--- config.mk ---
export PLATFORM = sky130hd
export DESIGN_NAME = approx_mult_err_accum
export DESIGN_NICKNAME = d
export VERILOG_FILES = /design/src/rtl/approx_mult_err_accum.sv
export SDC_FILE = /design/constraint.sdc
export NUM_CORES = 1
export LEC_CHECK = 0
export BUFFER_PORTS_ARGS = -buffer_cell sky130_fd_sc_hd__buf_2
export CELL_PAD_IN_SITES_DETAIL_PLACEMENT = 2
export CELL_PAD_IN_SITES_GLOBAL_PLACEMENT = 2
export CORE_ASPECT_RATIO = 0.75
export CORE_MARGIN = 2
export CORE_UTILIZATION = 39
export DETAILED_ROUTE_END_ITERATION = 10
export PLACE_DENSITY = 0.8
export SYNTH_ARGS = -nofsm -noshare
export SYNTH_HDL_FRONTEND = slang
export SYNTH_SLANG_ARGS = --single-unit
--- constraint.sdc ---
create_clock -name clk_i -period 8.6 [get_ports clk_i]
set_clock_uncertainty 0.1 [all_clocks]
set_input_delay 1.29 -clock clk_i [delete_from_list [all_inputs] [get_ports clk_i]]
set_output_delay 1.29 -clock clk_i [all_outputs]
set_load 0.01 [all_outputs]
--- src/rtl/approx_mult_err_accum.sv ---
// Error-metric stage for approximate multipliers: recomputes the exact product and
// accumulates squared, absolute, max-absolute and nonzero error over a 2^LOG2_SAMPLES window.
module approx_mult_err_accum #(
   parameter int unsigned WIDTH        = 8,
   parameter int unsigned LOG2_SAMPLES = 8,
   parameter int unsigned ACC_W        = 48
) (
   input  logic                           clk_i,
   input  logic                           rst_ni,
   input  logic                           start_i,
   input  logic                           in_valid_i,
   output logic                           in_ready_o,
   input  logic [WIDTH-1:0]               in_a_i,
   input  logic [WIDTH-1:0]               in_b_i,
   input  logic [2*WIDTH-1:0]             in_approx_i,
   output logic                           busy_o,
   output logic                           done_o,
   output logic [ACC_W-1:0]               sum_sq_o,
   output logic [2*WIDTH+LOG2_SAMPLES-1:0] sum_abs_o,
   output logic [2*WIDTH-1:0]             max_abs_o,
   output logic [LOG2_SAMPLES:0]          err_cnt_o,
   output logic [ACC_W-1:0]               mse_o
);

   localparam int unsigned PW = 2 * WIDTH;
   localparam int unsigned SW = 2 * WIDTH + LOG2_SAMPLES;
   localparam int unsigned CW = LOG2_SAMPLES + 1;
   localparam logic [CW-1:0] LastCnt = CW'((2 ** LOG2_SAMPLES) - 1);

   typedef enum logic [1:0] {StIdle, StRun, StDrain, StDone} state_e;

   state_e          state_q, state_d;
   logic [CW-1:0]   cnt_q, cnt_d;
   logic            busy_q, done_q;

   logic            s1_valid_q;
   logic [PW:0]     s1_err_q;
   logic            s2_valid_q;
   logic [2*PW-1:0] s2_sq_q;
   logic [PW-1:0]   s2_abs_q;
   logic            s2_nz_q;

   logic [ACC_W-1:0] sum_sq_q;
   logic [SW-1:0]    sum_abs_q;
   logic [PW-1:0]    max_abs_q;
   logic [CW-1:0]    err_cnt_q;

   logic            accept, clear;
   logic [PW-1:0]   exact;
   logic [PW:0]     err_d, err_neg;
   logic [PW-1:0]   abs_d;
   logic [2*PW-1:0] sq_d;

   assign in_ready_o = (state_q == StRun);
   assign accept     = in_valid_i & in_ready_o;
   assign clear      = start_i & ((state_q == StIdle) | (state_q == StDone));

   assign exact   = PW'(in_a_i) * PW'(in_b_i);
   assign err_d   = {1'b0, in_approx_i} - {1'b0, exact};
   assign err_neg = -s1_err_q;
   // |err| never exceeds 2^PW-1, so the sign bit can be dropped after negation
   assign abs_d   = s1_err_q[PW] ? err_neg[PW-1:0] : s1_err_q[PW-1:0];
   assign sq_d    = (2 * PW)'(abs_d) * (2 * PW)'(abs_d);

   always_comb begin
      state_d = state_q;
      cnt_d   = cnt_q;
      unique case (state_q)
         StIdle, StDone: begin
            if (start_i) begin
               state_d = StRun;
               cnt_d   = '0;
            end
         end
         StRun: begin
            if (accept) begin
               cnt_d = cnt_q + 1'b1;
               if (cnt_q == LastCnt) state_d = StDrain;
            end
         end
         StDrain: begin
            // Last sample leaves S2 on this edge once S1 is empty
            if (!s1_valid_q) state_d = StDone;
         end
         default: state_d = StIdle;
      endcase
   end

   always_ff @(posedge clk_i or negedge rst_ni) begin
      if (!rst_ni) begin
         state_q    <= StIdle;
         cnt_q      <= '0;
         busy_q     <= 1'b0;
         done_q     <= 1'b0;
         s1_valid_q <= 1'b0;
         s1_err_q   <= '0;
         s2_valid_q <= 1'b0;
         s2_sq_q    <= '0;
         s2_abs_q   <= '0;
         s2_nz_q    <= 1'b0;
         sum_sq_q   <= '0;
         sum_abs_q  <= '0;
         max_abs_q  <= '0;
         err_cnt_q  <= '0;
      end else begin
         state_q    <= state_d;
         cnt_q      <= cnt_d;
         busy_q     <= (state_d == StRun) || (state_d == StDrain);
         done_q     <= (state_d == StDone);
         s1_valid_q <= accept;
         if (accept) s1_err_q <= err_d;
         s2_valid_q <= s1_valid_q & ~clear;
         if (s1_valid_q) begin
            s2_sq_q  <= sq_d;
            s2_abs_q <= abs_d;
            s2_nz_q  <= (s1_err_q != '0);
         end
         if (clear) begin
            sum_sq_q  <= '0;
            sum_abs_q <= '0;
            max_abs_q <= '0;
            err_cnt_q <= '0;
         end else if (s2_valid_q) begin
            sum_sq_q  <= sum_sq_q + ACC_W'(s2_sq_q);
            sum_abs_q <= sum_abs_q + SW'(s2_abs_q);
            if (s2_abs_q > max_abs_q) max_abs_q <= s2_abs_q;
            err_cnt_q <= err_cnt_q + CW'(s2_nz_q);
         end
      end
   end

   assign busy_o    = busy_q;
   assign done_o    = done_q;
   assign sum_sq_o  = sum_sq_q;
   assign sum_abs_o = sum_abs_q;
   assign max_abs_o = max_abs_q;
   assign err_cnt_o = err_cnt_q;
   assign mse_o     = sum_sq_q >> LOG2_SAMPLES;

endmodule

==> reports/metrics.yaml <==
yosys_warnings: 0
fp.dieArea_um2: 54800
seq_area_frac_synth_pct: 21.3
timing_worst_slew_pin_value_ns: 1.23
cts_made_buffers: 17
async_set_reset_flop_share_out_of_synthesis_pct: 100
finalCriticalPeriod_ns: 8.35
layout-drive-gt1-share_pct: 12.5
ff2ff_setup_slack_ns: 0.25
achievable-frequency_mhz: 120
path_class: "reg -> reg"
status: "completed"
route.detailed.vias_per_inst: 5.52
average_cell_area_after_synthesis_um2: 8.88
cts_root_buffer: "sky130_fd_sc_hd__clkbuf_16"
final_setup_viols: 0
post-route-drc-count: 0
detailroute.via_count: 17500
timing.slew.headroom_pct: 18.0
min-delay-path-class: "reg -> reg"
design.core.area_um2: 52700
sequential_cell_area_um2: 4410
fin_crit_sh_pct: 97.1
crit_path_top_delay_cell: "sky130_fd_sc_hd__or4_4"
drt_first_iter_violations: 836
post-dp-hpwl_mm: 55.5
final_core_utilization_pct: 43.3
critPathLaunchType: "flop"
cts_hold_buffers: 0
critical_path.top_delay_family: "adder cells"
fp.dieH_um: 203
grt_overflow_total: 0
critPathBufInv: 6
totalWireLength_mm: 69.4
area_growth_syn_to_layout_pct: 10.6
synth_cell_types: 77
via_count_of_the_first_global_routing_pass: 19900
cts.sinks: 176
drtAntennaViolNets: 0
number_of_synthesized_flops_with_an_enable_pin: 0
worstPathArrival_ns: 8.66
num-fill-cells: 5849
synth_top_flop_cell: "sky130_fd_sc_hd__dfrtp_1"
worst_setup_path_end_kind: "flop"
floorplan.die.width_um: 270
dpl-instance-area_um2: 22000
clkSlewWorstSetupHoldPaths_ns: 0.08
synth.cell_area_um2: 20700
cts.htree.levels: 4
finalHoldViolations: 0
postSynthRegisterBits: 176
fp-row-count: 73
final_cell_area_um2: 22800
timing.critical_path.fanout_max: 7
grt_usage_pct: 25.6
io_buffers: 175
post_synth_inst_count: 2325
multi_input_comb_area_um2: 14400
cts_buffer_depth: 2
critical-path-max-stage-delay_ns: 0.57
finalWeightedCongestion: 0.878
io-pin-count: 184
nNetsFinal: 2905
worstPathRequired_ns: 8.91
num_antenna_cells: 0
initial_core_util_pct: 39.2
clock_latency_ns: 0.49
cts_tree: "yes"
finalMaxSlewViolations: 0
largest_net_degree_at_the_start_of_global_routing: 71
drtPass1Iterations: 4
grt_pass1_wl_mm: 111
wire_per_inst_um: 21.9
cp_common_cell: "sky130_fd_sc_hd__fa_1"
drv.max_cap_violation_count: 0
antenna_violations_before_repair: 0
-- placed cells by master, fill, tap and decap left out, types with 21 or more instances in the layout --
master / instances
sky130_fd_sc_hd__mux2i_1: 34
sky130_fd_sc_hd__nand2_1: 204
sky130_fd_sc_hd__ha_1: 208
sky130_fd_sc_hd__or3_1: 21
sky130_fd_sc_hd__xor2_1: 37
sky130_fd_sc_hd__a21oi_1: 138
sky130_fd_sc_hd__nand2b_1: 21
sky130_fd_sc_hd__o21ai_0: 84
sky130_fd_sc_hd__nand3_1: 40
sky130_fd_sc_hd__dfrtp_1: 173
sky130_fd_sc_hd__and2_1: 44
sky130_fd_sc_hd__nand4_1: 38
sky130_fd_sc_hd__buf_4: 42
sky130_fd_sc_hd__nor2_1: 185
sky130_fd_sc_hd__inv_1: 346
sky130_fd_sc_hd__xnor2_1: 55
sky130_fd_sc_hd__o31ai_1: 37
sky130_fd_sc_hd__nor3_1: 26
sky130_fd_sc_hd__a21o_1: 47
sky130_fd_sc_hd__fa_1: 215
sky130_fd_sc_hd__buf_2: 174
-- cells in the mapped netlist (all sizes together) (47+ instances only) --
master / n / area [um^2]
a21oi: 143 / 716
dfrtp: 176 / 4400
a21o: 47 / 353
nor2: 188 / 708
o21ai: 89 / 445
clkbuf: 68 / 255
fa: 215 / 4300
xnor2: 57 / 526
nand2: 205 / 769
ha: 209 / 2620
buf: 56 / 392
inv: 351 / 1320
-- stage by stage --
stage	setup TNS, ns	hold WS (ns)	std cells	worst slack (ns)
floorplan	0	0.350	2332	0.801
global placement	0	0.384	3125	0.433
detailed placement	-0.169	0.386	3125	-0.131
CTS	0	0.407	3158	0.0254
global route	-0.215	0.421	3170	-0.0787
finish	0	0.406	3170	0.253
-- repair_timing --
action                                  CTS  global route
buffers inserted                          1            12
gates cloned                              0             0
endpoints found under the setup margin    3            10
gates resized for setup                   5            19
pin swaps                                 0             4
-- area by class of cell --
type	count	share of cell area, %
Clock inverter	15	0.740
Clock buffer	17	1.86
Timing Repair Buffer	218	5.30
Sequential cell	176	19.3
Multi-Input combinational cell	1675	63.0
Tap cell	712	3.90
Inverter	357	5.88
-- final timing paths --
| kind | from | end | cells past startpoint |
|---|---|---|---|
| worst max-delay path | s1_err_q[5] | s2_sq_q[28] | 26 |
| worst min-delay path | s2_sq_q[27] | s2_sq_q[27] | 1 |
| worst max register to register | s1_err_q[5] | s2_sq_q[28] | 26 |
| worst min register to register | s2_sq_q[27] | s2_sq_q[27] | 1 |
| max in group asynchronous | rst_ni | s1_err_q[5] | 2 |
| min in group asynchronous | rst_ni | cnt_q[5] | 1 |
-- registers in the layout, summed over array words and instances (netlist names), 2 cells and up --
register   flops
cnt_q          9
err_cnt_o      9
max_abs_o     16
s1_err_q      17
s2_abs_q      15
s2_sq_q       31
state_q        2
sum_abs_o     24
sum_sq_o      48
-- layer usage --
metal / share of wire (%) / global-route usage [%] / wire length (um) / up-vias
li1: - / - / - / 7937
met1: 44 / 32.5 / 30600 / 9192
met2: 51 / 45.9 / 35500 / 275
met3: 3.0 / 3.69 / 2070 / 88
met4: 1.9 / 6.11 / 1320 / 0
met5: 0 / 0 / 0 / -
-- cells by family after synthesis --
logic type	after synthesis	synth area share, %
flip-flops	176	21.3
AO/OA/AOI/OAI	442	13.7
multiplexers	53	2.68
buffers and inverters	481	9.62
AND/OR/NAND/NOR	652	14.9
other	1	0.0182
adder cells (fa/ha/maj)	424	33.5
XOR/XNOR	96	4.27
Power is not shown: default switching activity piles up to over one toggle a cycle in this logic, so the estimate is an artifact.
